[src/rtl/pipelined_wallace_multiplier_if.sv]
// Operand/result bundle for pipelined_wallace_multiplier.
// Defining SIGNED_MODE_EN adds the per-transaction in_signed flag.
interface pipelined_wallace_multiplier_if #(
    parameter int WIDTH = 8,
    parameter int TAG_W = 4
);
    // Both sides are valid/ready: a beat transfers on the rising edge where valid && ready are
    // both high; a producer keeps valid and payload steady until that edge, and ready may
    // depend combinationally on the far side (in_ready follows out_ready in the same cycle).
    logic                 in_valid;
    logic                 in_ready;
    logic [WIDTH-1:0]     in_a;
    logic [WIDTH-1:0]     in_b;
    logic [TAG_W-1:0]     in_tag;
`ifdef SIGNED_MODE_EN
    logic                 in_signed;
`endif
    logic                 out_valid;
    logic                 out_ready;
    logic [2*WIDTH-1:0]   out_product;
    logic [TAG_W-1:0]     out_tag;

`ifdef SIGNED_MODE_EN
    modport master (
        output in_valid, in_a, in_b, in_tag, in_signed, out_ready,
        input  in_ready, out_valid, out_product, out_tag
    );
    modport slave (
        input  in_valid, in_a, in_b, in_tag, in_signed, out_ready,
        output in_ready, out_valid, out_product, out_tag
    );
`else
    modport master (
        output in_valid, in_a, in_b, in_tag, out_ready,
        input  in_ready, out_valid, out_product, out_tag
    );
    modport slave (
        input  in_valid, in_a, in_b, in_tag, out_ready,
        output in_ready, out_valid, out_product, out_tag
    );
`endif
endinterface

[src/rtl/pipelined_wallace_multiplier.sv]
// Three-stage WIDTH x WIDTH Wallace-tree multiplier with tag and valid/ready flow control.
// SIGNED_MODE_EN enables per-transaction two's-complement (Baugh-Wooley) products.
module pipelined_wallace_multiplier #(
    parameter int WIDTH = 8,
    parameter int TAG_W = 4
) (
    input  logic                         clk,
    input  logic                         rst,
    pipelined_wallace_multiplier_if.slave bus
);
    localparam int PW     = 2 * WIDTH;
    localparam int MAXH   = 3 * ((WIDTH + 6) / 3);
    localparam int HW     = $clog2(MAXH);
    localparam int LAYERS = 10;

    logic             advance;
    logic             s1_valid;
    logic             s2_valid;
    logic             out_valid_q;
    logic [WIDTH-1:0] pp_d  [WIDTH];
    logic [WIDTH-1:0] s1_pp [WIDTH];
    logic [TAG_W-1:0] s1_tag;
    logic [TAG_W-1:0] s2_tag;
    logic [TAG_W-1:0] out_tag_q;
    logic [PW-1:0]    sum_d;
    logic [PW-1:0]    carry_d;
    logic [PW-1:0]    s2_sum;
    logic [PW-1:0]    s2_carry;
    logic [PW-1:0]    out_product_q;
`ifdef SIGNED_MODE_EN
    logic             s1_signed;
`endif

    // Whole pipeline moves as one; a stalled output register freezes every stage behind it.
    assign advance          = !out_valid_q || bus.out_ready;
    assign bus.in_ready     = advance;
    assign bus.out_valid    = out_valid_q;
    assign bus.out_product  = out_product_q;
    assign bus.out_tag      = out_tag_q;

    // S1 input: row i holds a & b[i], implicitly weighted by 2^i.
    always_comb begin
        for (int i = 0; i < WIDTH; i++) begin
            pp_d[i] = bus.in_a & {WIDTH{bus.in_b[i]}};
        end
`ifdef SIGNED_MODE_EN
        // Baugh-Wooley: terms pairing exactly one sign bit with a non-sign bit are inverted.
        if (bus.in_signed) begin
            for (int i = 0; i < WIDTH; i++) begin
                for (int j = 0; j < WIDTH; j++) begin
                    if ((i == WIDTH - 1) != (j == WIDTH - 1)) begin
                        pp_d[i][j] = ~pp_d[i][j];
                    end
                end
            end
        end
`endif
    end

    // S2 input: greedy per-column 3:2 / 2:2 reduction until every column holds at most two bits.
    // Column PW is a sink for carries beyond the product width and is never read.
    always_comb begin : wallace_tree
        logic [MAXH-1:0] m    [PW+1];
        logic [MAXH-1:0] nm   [PW+1];
        int              cnt  [PW+1];
        int              ncnt [PW+1];
        logic            busy;
        logic            x;
        logic            y;
        logic            z;

        busy = 1'b0;
        x    = 1'b0;
        y    = 1'b0;
        z    = 1'b0;
        for (int c = 0; c <= PW; c++) begin
            m[c]    = '0;
            nm[c]   = '0;
            cnt[c]  = 0;
            ncnt[c] = 0;
        end

        for (int i = 0; i < WIDTH; i++) begin
            for (int j = 0; j < WIDTH; j++) begin
                m[i + j][HW'(cnt[i + j])] = s1_pp[i][j];
                cnt[i + j] = cnt[i + j] + 1;
            end
        end
`ifdef SIGNED_MODE_EN
        m[WIDTH][HW'(cnt[WIDTH])] = s1_signed;
        cnt[WIDTH] = cnt[WIDTH] + 1;
        m[PW-1][HW'(cnt[PW-1])] = s1_signed;
        cnt[PW-1] = cnt[PW-1] + 1;
`endif

        for (int l = 0; l < LAYERS; l++) begin
            busy = 1'b0;
            for (int c = 0; c < PW; c++) begin
                busy = busy | (cnt[c] > 2);
            end
            if (busy) begin
                for (int c = 0; c <= PW; c++) begin
                    nm[c]   = '0;
                    ncnt[c] = 0;
                end
                for (int c = 0; c < PW; c++) begin
                    for (int g = 0; g < MAXH; g += 3) begin
                        if (g + 2 < cnt[c]) begin
                            x = m[c][g];
                            y = m[c][g+1];
                            z = m[c][g+2];
                            nm[c][HW'(ncnt[c])] = x ^ y ^ z;
                            ncnt[c] = ncnt[c] + 1;
                            nm[c+1][HW'(ncnt[c+1])] = (x & y) | (x & z) | (y & z);
                            ncnt[c+1] = ncnt[c+1] + 1;
                        end else if (g + 1 < cnt[c]) begin
                            x = m[c][g];
                            y = m[c][g+1];
                            nm[c][HW'(ncnt[c])] = x ^ y;
                            ncnt[c] = ncnt[c] + 1;
                            nm[c+1][HW'(ncnt[c+1])] = x & y;
                            ncnt[c+1] = ncnt[c+1] + 1;
                        end else if (g < cnt[c]) begin
                            nm[c][HW'(ncnt[c])] = m[c][g];
                            ncnt[c] = ncnt[c] + 1;
                        end
                    end
                end
                for (int c = 0; c <= PW; c++) begin
                    m[c]   = nm[c];
                    cnt[c] = ncnt[c];
                end
            end
        end

        for (int c = 0; c < PW; c++) begin
            sum_d[c]   = m[c][0];
            carry_d[c] = m[c][1];
        end
    end

    // Valid bits and the visible output registers are the only reset state.
    always_ff @(posedge clk) begin
        if (rst) begin
            s1_valid      <= 1'b0;
            s2_valid      <= 1'b0;
            out_valid_q   <= 1'b0;
            out_product_q <= '0;
            out_tag_q     <= '0;
        end else if (advance) begin
            s1_valid    <= bus.in_valid;
            s2_valid    <= s1_valid;
            out_valid_q <= s2_valid;
            if (s2_valid) begin
                out_product_q <= s2_sum + s2_carry;
                out_tag_q     <= s2_tag;
            end
        end
    end

    always_ff @(posedge clk) begin
        if (advance) begin
            s1_pp    <= pp_d;
            s1_tag   <= bus.in_tag;
            s2_sum   <= sum_d;
            s2_carry <= carry_d;
            s2_tag   <= s1_tag;
        end
    end

`ifdef SIGNED_MODE_EN
    always_ff @(posedge clk) begin
        if (advance) begin
            s1_signed <= bus.in_signed;
        end
    end
`endif

endmodule

[src/flat_wrapper.sv]
// flat-port wrapper written by rule: the top's interface ports become plain ports
module pipelined_wallace_multiplier_flat 
#(
    parameter int WIDTH = 8,
    parameter int TAG_W = 4
)
  (clk, rst, bus_in_valid, bus_in_a, bus_in_b, bus_in_tag, bus_out_ready, bus_in_ready, bus_out_valid, bus_out_product, bus_out_tag);
  pipelined_wallace_multiplier_if #(.WIDTH(WIDTH), .TAG_W(TAG_W)) bus_i ();
  input  logic clk;
  input  logic rst;
  input wire logic [$bits(bus_i.in_valid)-1:0] bus_in_valid;
  input wire logic [$bits(bus_i.in_a)-1:0] bus_in_a;
  input wire logic [$bits(bus_i.in_b)-1:0] bus_in_b;
  input wire logic [$bits(bus_i.in_tag)-1:0] bus_in_tag;
  input wire logic [$bits(bus_i.out_ready)-1:0] bus_out_ready;
  output wire logic [$bits(bus_i.in_ready)-1:0] bus_in_ready;
  output wire logic [$bits(bus_i.out_valid)-1:0] bus_out_valid;
  output wire logic [$bits(bus_i.out_product)-1:0] bus_out_product;
  output wire logic [$bits(bus_i.out_tag)-1:0] bus_out_tag;
  assign bus_i.in_valid = bus_in_valid;
  assign bus_i.in_a = bus_in_a;
  assign bus_i.in_b = bus_in_b;
  assign bus_i.in_tag = bus_in_tag;
  assign bus_i.out_ready = bus_out_ready;
  assign bus_in_ready = bus_i.in_ready;
  assign bus_out_valid = bus_i.out_valid;
  assign bus_out_product = bus_i.out_product;
  assign bus_out_tag = bus_i.out_tag;
  pipelined_wallace_multiplier #(.WIDTH(WIDTH), .TAG_W(TAG_W)) u_core (.clk(clk), .rst(rst), .bus(bus_i));
endmodule
[config.mk]
export PLATFORM = sky130hd
export DESIGN_NAME = pipelined_wallace_multiplier_flat
export DESIGN_NICKNAME = d
export VERILOG_FILES = /design/src/rtl/pipelined_wallace_multiplier_if.sv /design/src/rtl/pipelined_wallace_multiplier.sv /design/src/flat_wrapper.sv
export SDC_FILE = /design/constraint.sdc
export NUM_CORES = 1
export LEC_CHECK = 0
export CAP_MARGIN = 20
export CORE_MARGIN = 4
export CORE_UTILIZATION = 53
export DETAILED_ROUTE_END_ITERATION = 8
export PLACE_DENSITY_LB_ADDON = 0.05
export RECOVER_POWER = 25
export SLEW_MARGIN = 20
export SYNTH_ARGS = -nofsm -noshare
export SYNTH_HDL_FRONTEND = slang
export SYNTH_SLANG_ARGS = --single-unit
[constraint.sdc]
create_clock -name clk -period 3.1 [get_ports clk]
set_input_delay 0.775 -clock clk [delete_from_list [all_inputs] [get_ports clk]]
set_output_delay 0.775 -clock clk [all_outputs]
set_load 0.05 [all_outputs]
==> results of run 1 <==
## metal layers
metal | vias to the layer above | track usage, % | part of all wire [%]
met5 | - | 0 | 0
met4 | 0 | 6.18 | 0.93
met3 | 7 | 5.31 | 4.3
met2 | 72 | 26.9 | 49
met1 | 1567 | 21.3 | 46
li1 | 1599 | - | -
## layout make-up
class	count	share of cell area [%]
Tap cell	140	2.44
Timing Repair Buffer	49	6.99
Inverter	76	3.97
Clock buffer	27	7.73
Multi-Input combinational cell	242	30.4
Clock inverter	5	0.696
Sequential cell	122	47.7
## synth_stat cells (all sizes together)
cell / number
edfxtp: 99
inv: 76
and2: 65
fa: 38
nand2: 36
ha: 32
a21oi: 24
dfxtp: 23
nor2: 9
buf: 5
xnor2: 4
a21o: 3
clkbuf: 3
nor3: 3
o21ai: 3
a211oi: 2
and3: 2
mux2i: 2
nand3: 2
nor3b: 2
a2111oi: 1
a211o: 1
a221oi: 1
a311o: 1
a311oi: 1
a31o: 1
and4: 1
nand2b: 1
nand3b: 1
o211ai: 1
o21a: 1
o21bai: 1
o311ai: 1
or3: 1
xor2: 1
## power by group
group	total, mW	switching [mW]	internal, mW	leakage (nW)
Clock	1.95	0.665	1.29	0.303
Sequential	2.11	0.0760	2.03	1.31
Combinational	1.16	0.657	0.503	1.46
Total	5.22	1.40	3.83	3.07
## through the flow
step	setup slack (ps)	hold slack (ps)	power (mW)	utilization (%)
finish	477	417	5.22	66.0
global route	401	424	5.53	66.0
CTS	472	419	5.28	66.0
detailed placement	475	406	3.31	60.5
global placement	544	403	3.27	60.5
floorplan	483	400	3.00	-
## worst max-delay path, cell delays in order (launching register included)
cell	delay, ps
edfxtp_1	340
inv_1	70
fa_1	510
inv_1	50
fa_1	390
fa_1	570
fa_1	430
## worst max-delay path by stage
stage,start,to,slack (ps),cells past startpoint
2_1_floorplan,bus_out_ready,u_core.bus.out_product[15]$_SDFFE_PP0P_,480,7
3_3_place_gp,u_core.s1_pp[29]$_DFFE_PN_,u_core.s2_carry[9]$_DFFE_PN_,540,6
3_5_place_dp,u_core.s1_pp[45]$_DFFE_PN_,u_core.s2_carry[7]$_DFFE_PN_,480,6
4_1_cts,u_core.s1_pp[45]$_DFFE_PN_,u_core.s2_carry[8]$_DFFE_PN_,470,6
5_1_grt,u_core.s1_pp[54]$_DFFE_PN_,u_core.s2_carry[8]$_DFFE_PN_,400,6
6_report,u_core.s1_pp[54]$_DFFE_PN_,u_core.s2_carry[8]$_DFFE_PN_,480,6
## logic make-up after synthesis
group                      synth area share [%]
DFF                                        57.8
muxes                                     0.337
AOI/OAI and AO/OA                          4.93
buffers and inverters                      5.42
adders and majority gates                  19.6
xor gates and xnor gates                  0.738
and+or+nand+nor                            11.2
## state kept, by name (all words and copies together) (netlist names)
register and cells:
u_core.bus.out_product 16, u_core.bus.out_tag 4, u_core.bus.out_valid 1, u_core.s1_pp 64, u_core.s1_tag 4, u_core.s1_valid 1, u_core.s2_carry 11, u_core.s2_sum 16
u_core.s2_tag 4, u_core.s2_valid 1
==> results.sh, run 1 <==
export IMPL_status="complete, no violations"
export IMPL_cts_max_level=4
export IMPL_hpwlAfterDp_microns=6810
export IMPL_r2r_start="u_core.s1_pp[54]$_DFFE_PN_"
export IMPL_dp_cells=629
export IMPL_slew_headroom_pct=64.9
export IMPL_cts_repair_resized=0
export IMPL_insertion_delay_ps=510
export IMPL_final_seq_area_sq_um=3430
export IMPL_tns_ps=0
export IMPL_period_needed_ps=2620
export IMPL_worstHoldPathCells=0
export IMPL_rows=38
export IMPL_tightest_slew_ps=527
export IMPL_crit_fanout=1
export IMPL_post_drt_via_cell_ratio=4.91
export IMPL_mostFrequentLayoutCells="99 x edfxtp_1, 76 x inv_1, 47 x and2_1"
export IMPL_synthTopCellsByArea="edfxtp_1 50%, fa_1 13%, dfxtp_1 7.8%"
export IMPL_die_y_microns=114
export IMPL_cp_end_kind="register"
export IMPL_routed_wirelength_microns=9830
export IMPL_grt_max_degree=101
export IMPL_netlist_cell_type_count=38
export IMPL_firstDrtPassIters=4
export IMPL_syn_area_per_cell_sq_um=13.2
export IMPL_clock_path_buffers=2
export IMPL_grt_antenna_before_repair=0
export IMPL_multiInputGateArea_sq_um=2190
export IMPL_setup_viol=0
export IMPL_fillers=840
export IMPL_drtIter0Drc=186
export IMPL_drv_cap=0
export IMPL_antenna_left=0
export IMPL_diodes=0
export IMPL_syn_inst=448
export IMPL_final_common_cell="edfxtp_1"
export IMPL_overflow=0
export IMPL_postCtsHoldBufs=0
export IMPL_core_area_sq_um=10900
export IMPL_clk_pin_slew_ps=60
export IMPL_reg2reg_to="u_core.s2_carry[8]$_DFFE_PN_"
export IMPL_syn_to_final_growth_pct=21.1
export IMPL_cp_arrival_ps=2860
export IMPL_rsz0062_at_grt="no"
export IMPL_syn_area_sq_um=5940
export IMPL_grt_use_total_pct=16.7
export IMPL_hold_path_class="register to register"
export IMPL_postCtsSetupRepairBufs=0
export IMPL_power_leakage_nw=3.07
export IMPL_wl_per_cell_microns=14.9
export IMPL_clock_sinks=122
export IMPL_numCtsBuffers=17
export IMPL_rrSetupSlack_ps=480
export IMPL_finalHoldViolCount=0
export IMPL_io_buffers=45
export IMPL_ys_seq_elements=122
export IMPL_io_pins=46
export IMPL_required_ps=3340
export IMPL_skew_ps=6.41
export IMPL_crit_type="register to register"
export IMPL_initial_core_util_pct=54.5
export IMPL_drc=0
export IMPL_synth_top_area_share_pct=50.1
export IMPL_vias=3245
export IMPL_min_from="u_core.s1_tag[1]$_DFFE_PN_"
export IMPL_reg2regPathDepth=6
export IMPL_ys_warn_count=0
export IMPL_die_x_microns=114
export IMPL_design_area_sq_um=7190
export IMPL_hold_end="u_core.s2_tag[1]$_DFFE_PN_"
export IMPL_nets=602
export IMPL_cts_tree="built"
export IMPL_syn_nets=542
export IMPL_finalCritPeriodShare_pct=84.6
export IMPL_grt_pass1_vias=3348
export IMPL_gp_congestion=0.784
export IMPL_pwr_density_cell_nw_per_um2=726
export IMPL_maxSlewViolCount=0
export IMPL_vdd_drop_max_mv=0.331
export IMPL_dieArea_sq_um=13000
export IMPL_synth_area_leader_cell="edfxtp_1"
export IMPL_grt_pass1_wl_microns=16300
export IMPL_synth_sequential_area_ratio_pct=57.8
export IMPL_fmax_mhz=381
export IMPL_start_kind="register"
export IMPL_clockRootBuffer="clkbuf_8"
export IMPL_place_area_sq_um=6590
export IMPL_drive_gt1_share_pct=8.06
export IMPL_fin_cells=661
(Power assumes the default switching activity.)
==> inputs of run 2 (changes only) <==
--- a/config.mk
+++ b/config.mk
@@ -7,7 +7,7 @@
 export LEC_CHECK = 0
 export CAP_MARGIN = 20
 export CORE_MARGIN = 4
-export CORE_UTILIZATION = 53
+export CORE_UTILIZATION = 55
 export DETAILED_ROUTE_END_ITERATION = 8
 export PLACE_DENSITY_LB_ADDON = 0.05
 export RECOVER_POWER = 25
==> constraint.sdc (replaced) <==
create_clock -name clk -period 2.5 [get_ports clk]
set_input_delay 0.625 -clock clk [delete_from_list [all_inputs] [get_ports clk]]
set_output_delay 0.625 -clock clk [all_outputs]
set_load 0.05 [all_outputs]
==> results.sh, run 2 (synthesis gave the netlist of run 1 again) <==
export IMPL_post_place_ws_ps=-133
export IMPL_fin_ws_ps=-173
export IMPL_grt_pass1_wl_microns=16600
export IMPL_vdd_drop_max_mv=0.603
export IMPL_pwr_share_seq_pct=40.5
export IMPL_postCtsSetupRepairBufs=0
export IMPL_slew_headroom_pct=66.6
export IMPL_violations="setup timing"
export IMPL_core_area_sq_um=10400
export IMPL_diodes=0
export IMPL_fmax_mhz=374
export IMPL_finalCritPeriodShare_pct=107
export IMPL_required_ps=2760
export IMPL_dieArea_sq_um=12500
export IMPL_final_seq_area_sq_um=3430
export IMPL_gp_congestion=0.797
export IMPL_largest_register_ffs=64
export IMPL_io_buffers=45
export IMPL_status="complete, but fails checks"
export IMPL_pwr_density_cell_nw_per_um2=901
export IMPL_numCtsBuffers=17
export IMPL_drv_cap=0
export IMPL_io_pins=46
export IMPL_drtIter0Drc=186
export IMPL_rows=37
export IMPL_cp_arrival_ps=2930
export IMPL_overflow=0
export IMPL_post_drt_via_cell_ratio=4.92
export IMPL_wl_per_cell_microns=14.6
export IMPL_final_common_cell="edfxtp_1"
export IMPL_p_clk_share_pct=37.1
export IMPL_syn_to_final_growth_pct=20.9
export IMPL_p_switching_mw=1.71
export IMPL_routed_wirelength_microns=9580
export IMPL_period_needed_ps=2670
export IMPL_antenna_left=0
export IMPL_combPwrFrac_pct=22.4
export IMPL_clockRootBuffer="clkbuf_8"
export IMPL_grt_max_degree=45
export IMPL_fin_util_pct=68.9
export IMPL_hold_path_class="register to register"
export IMPL_initial_core_util_pct=57.0
export IMPL_die_y_microns=112
export IMPL_skew_ps=7.73
export IMPL_switching_share_pct=26.5
export IMPL_drc=0
export IMPL_clock_sinks=122
export IMPL_crit_fanout=1
export IMPL_power_leakage_nw=3.04
export IMPL_firstDrtPassIters=4
export IMPL_die_x_microns=112
export IMPL_clock_path_buffers=2
export IMPL_rsz0062_at_grt="yes"
export IMPL_cts_tree="built"
export IMPL_internal_power_mw=4.75
export IMPL_grt_use_total_pct=17.4
export IMPL_regMostFlops="u_core.s1_pp"
export IMPL_fillers=764
export IMPL_hpwlAfterDp_microns=6690
export IMPL_cts_max_level=4
export IMPL_clk_pin_slew_ps=60
export IMPL_grt_pass1_vias=3405
export IMPL_mostFrequentLayoutCells="99 x edfxtp_1, 66 x inv_1, 46 x and2_1"
export IMPL_postCtsHoldBufs=0
export IMPL_start_kind="register"
export IMPL_nets=604
export IMPL_finalHoldViolCount=0
export IMPL_drive_gt1_share_pct=9.77
export IMPL_setup_viol=5
export IMPL_cp_end_kind="register"
export IMPL_tightest_slew_ps=499
export IMPL_maxSlewViolCount=0
export IMPL_crit_type="register to register"
export IMPL_grt_antenna_before_repair=0
export IMPL_vias=3237
export IMPL_multiInputGateArea_sq_um=2190
export IMPL_insertion_delay_ps=520
[run 2: changes by cell type in the layout (fill, tap and decap cells not counted), sizes merged]
cell | before | now
clkbuf | 27 | 20
clkinv | 4 | 6
bufinv | 1 | 4
dlygate4sd3 | 15 | 14
clkdlybuf4s50 | 29 | 30
clkinvlp | 0 | 1
buf | 5 | 7
[run 2: power groups by stage]
stage | combinational (mW) | clock [mW] | sequential (mW)
after floorplan | 0.978 | 0 | 2.74
after global placement | 1.41 | 0 | 2.65
after detailed placement | 1.44 | 0 | 2.66
after CTS | 1.46 | 2.45 | 2.62
after global routing | 1.68 | 2.55 | 2.65
final | 1.45 | 2.40 | 2.62
[run 2: worst paths after layout]
kind	start	endpoint	slack, ps	cells after the start
max	u_core.s1_pp[54]$_DFFE_PN_	u_core.s2_carry[7]$_DFFE_PN_	-170	6
min	u_core.s1_pp[56]$_DFFE_PN_	u_core.s2_sum[0]$_DFFE_PN_	420	0
min reg2reg	u_core.s1_pp[56]$_DFFE_PN_	u_core.s2_sum[0]$_DFFE_PN_	420	0
max reg2reg	u_core.s1_pp[54]$_DFFE_PN_	u_core.s2_carry[7]$_DFFE_PN_	-170	6
[run 2: per-stage QoR]
step | TNS, ps | total power, mW | instance area, sq um | hold slack, ps | cells
global route | -1050 | 6.88 | 7180 | 428 | 658
detailed placement | -550 | 4.10 | 6600 | 405 | 627
finish | -550 | 6.47 | 7180 | 417 | 658
CTS | -578 | 6.53 | 7170 | 418 | 658
global placement | -188 | 4.06 | 6600 | 400 | 627
floorplan | -90.1 | 3.72 | 5940 | 400 | 448
[run 2: repair_timing]
item / in CTS / in global routing
gates resized for setup: 1 / 11
setup endpoints to repair: 8 / 9
pin swaps: 2 / 7
cloned: 0 / 0
hold endpoints to repair: 0 / 0
[run 2: routing by layer]
layer / global-route usage [%] / routed length, microns / up-vias
li1: - / - / 1612
met1: 22.3 / 4350 / 1539
met2: 27.5 / 4550 / 67
met3: 5.27 / 490 / 19
met4: 7.79 / 197 / 0
met5: 0 / 0 / -
[run 2: critical path, cell delays in order, from the launching register on]
cell	delay (ps)
edfxtp_1	360
inv_2	40
fa_1	520
inv_2	40
fa_1	500
fa_1	460
fa_1	480
[run 2: final cells by class]
type / instances / share of cell area, %
clock inverter: 11 / 2.13
multi-input combinational: 242 / 30.6
inverter: 76 / 3.97
clock buffer: 20 / 5.93
timing repair buffer: 51 / 7.22
sequential: 122 / 47.8
tap: 136 / 2.37
==> inputs of run 3 (changes only) <==
--- a/config.mk
+++ b/config.mk
@@ -8,6 +8,8 @@
 export CAP_MARGIN = 20
 export CORE_MARGIN = 4
 export CORE_UTILIZATION = 55
+export CTS_BUF_LIST = sky130_fd_sc_hd__clkbuf_16
+export CTS_CLUSTER_SIZE = 12
 export DETAILED_ROUTE_END_ITERATION = 8
 export PLACE_DENSITY_LB_ADDON = 0.05
 export RECOVER_POWER = 25
==> constraint.sdc (replaced) <==
create_clock -name clk -period 2.5 [get_ports clk]
set_input_delay 0.625 -clock clk [delete_from_list [all_inputs] [get_ports clk]]
set_output_delay 0.625 -clock clk [all_outputs]
set_load 0.01 [all_outputs]
==> results.sh, run 3 (synthesis gave the netlist of run 1 again) <==
export IMPL_status="complete, but fails checks"
export IMPL_violations="setup timing"
export IMPL_reg2reg_to="u_core.s2_carry[7]$_DFFE_PN_"
export IMPL_start_kind="register"
export IMPL_core_area_sq_um=10400
export IMPL_vdd_drop_max_mv=0.579
export IMPL_drive_gt1_share_pct=11.7
export IMPL_skew_ps=10.5
export IMPL_clk_pin_slew_ps=60
export IMPL_cts_tree="built"
export IMPL_overflow=0
export IMPL_period_needed_ps=2610
export IMPL_gp_congestion=0.796
export IMPL_grt_max_degree=100
export IMPL_worstHoldPathCells=0
export IMPL_rsz0062_at_grt="yes"
export IMPL_slew_headroom_pct=64.1
export IMPL_vias=3263
export IMPL_io_buffers=45
export IMPL_cp_arrival_ps=2750
export IMPL_grt_antenna_before_repair=0
export IMPL_final_seq_area_sq_um=3430
export IMPL_fmax_mhz=384
export IMPL_cpPeakStageDelay_ps=540
export IMPL_regMostFlops="u_core.s1_pp"
export IMPL_wl_per_cell_microns=14.7
export IMPL_design_area_sq_um=7190
export IMPL_whs_ps=423
export IMPL_required_ps=2640
export IMPL_finalCritPeriodShare_pct=104
export IMPL_grt_pass1_vias=3406
export IMPL_grt_pass1_wl_microns=16300
export IMPL_nets=604
export IMPL_drc=0
export IMPL_power_leakage_nw=3.05
export IMPL_diodes=0
export IMPL_cts_max_level=4
export IMPL_die_y_microns=112
export IMPL_place_area_sq_um=6590
export IMPL_multiInputGateArea_sq_um=2220
export IMPL_maxSlewViolCount=0
export IMPL_fillers=759
export IMPL_routed_wirelength_microns=9660
export IMPL_setup_viol=7
export IMPL_cp_cell_sequence="inv_2, fa_1, inv_2, fa_1, fa_1, fa_1"
export IMPL_hold_end="u_core.s2_tag[1]$_DFFE_PN_"
export IMPL_drtIter0Drc=185
export IMPL_tns_ps=-462
export IMPL_crit_top_cell="fa_1"
export IMPL_dieArea_sq_um=12500
export IMPL_insertion_delay_ps=410
export IMPL_fin_ws_ps=-106
export IMPL_min_from="u_core.s1_tag[1]$_DFFE_PN_"
export IMPL_hpwlAfterDp_microns=6720
export IMPL_grt_use_total_pct=16.9
export IMPL_largest_register_ffs=64
export IMPL_cp_end_kind="register"
export IMPL_drv_cap=0
export IMPL_rows=37
export IMPL_numCtsBuffers=17
export IMPL_reg2regPathDepth=6
export IMPL_die_x_microns=112
export IMPL_tightest_slew_ps=539
export IMPL_power_total_mw=6.33
export IMPL_clock_sinks=122
export IMPL_cp_slowest_cell="fa_1"
export IMPL_firstDrtPassIters=4
export IMPL_final_common_cell="edfxtp_1"
export IMPL_finalHoldViolCount=0
export IMPL_syn_to_final_growth_pct=21.1
export IMPL_hold_path_class="register to register"
export IMPL_r2r_start="u_core.s1_pp[45]$_DFFE_PN_"
export IMPL_post_drt_via_cell_ratio=4.95
export IMPL_crit_fanout=1
export IMPL_clockRootBuffer="clkbuf_16"
export IMPL_clock_path_buffers=2
export IMPL_rrSetupSlack_ps=-110
export IMPL_antenna_left=0
export IMPL_mostFrequentLayoutCells="99 x edfxtp_1, 67 x inv_1, 50 x and2_1"
export IMPL_pwr_density_cell_nw_per_um2=880
export IMPL_crit_type="register to register"
export IMPL_postCtsSetupRepairBufs=0
export IMPL_initial_core_util_pct=57.0
export IMPL_io_pins=46
==> run 3: worst max-delay path by stage <==
stage                               startpoint                           end  slack (ps)
floorplan           u_core.s1_pp[45]$_DFFE_PN_  u_core.s2_carry[7]$_DFFE_PN_         -30
global placement    u_core.s1_pp[44]$_DFFE_PN_  u_core.s2_carry[7]$_DFFE_PN_         -50
detailed placement  u_core.s1_pp[43]$_DFFE_PN_  u_core.s2_carry[7]$_DFFE_PN_        -120
CTS                 u_core.s1_pp[37]$_DFFE_PN_  u_core.s2_carry[9]$_DFFE_PN_        -110
global route        u_core.s1_pp[45]$_DFFE_PN_  u_core.s2_carry[7]$_DFFE_PN_        -210
finish              u_core.s1_pp[45]$_DFFE_PN_  u_core.s2_carry[7]$_DFFE_PN_        -110
==> run 3: per-stage QoR <==
step	cells	setup slack (ps)	utilization [%]
2_1_floorplan	448	-33.5	-
6_report	659	-106	69.0
5_1_grt	659	-209	69.0
3_5_place_dp	627	-116	63.2
3_3_place_gp	627	-52.5	63.2
4_1_cts	659	-112	68.8
==> run 3: area by class of cell <==
| cell class | instances | share of cell area [%] |
|---|---|---|
| Sequential cell | 122 | 47.8 |
| Multi-Input combinational cell | 242 | 30.9 |
| Timing Repair Buffer | 51 | 7.07 |
| Clock buffer | 18 | 6.27 |
| Inverter | 76 | 3.97 |
| Tap cell | 136 | 2.37 |
| Clock inverter | 14 | 1.65 |
==> run 3: what timing repair did <==
action                                 CTS  global route
resized for setup                        5            12
pin swaps                                2             3
setup endpoints to repair                8            11
endpoints found under the hold margin    0             0
hold buffers                             0             0
==> run 3: metal layers <==
layer	vias up	track usage, %	share of wire (%)
met3	6	5.43	5.2
met4	0	4.87	0.61
met1	1562	21.0	44
li1	1608	-	-
met5	-	0	0
met2	87	28.6	50
==> run 3: worst max-delay path: cells and delay by family, from the launching register on <==
kind / cells / cell delay (ps)
buf+inv: 2 / 80
flops: 1 / 340
fa+ha+maj: 4 / 1920
==> run 3: where the power goes <==
group	leakage (nW)	switching, mW	internal, mW	total [mW]
combinational	1.45	0.750	0.654	1.40
clock	0.292	0.877	1.43	2.30
sequential	1.31	0.0967	2.52	2.62
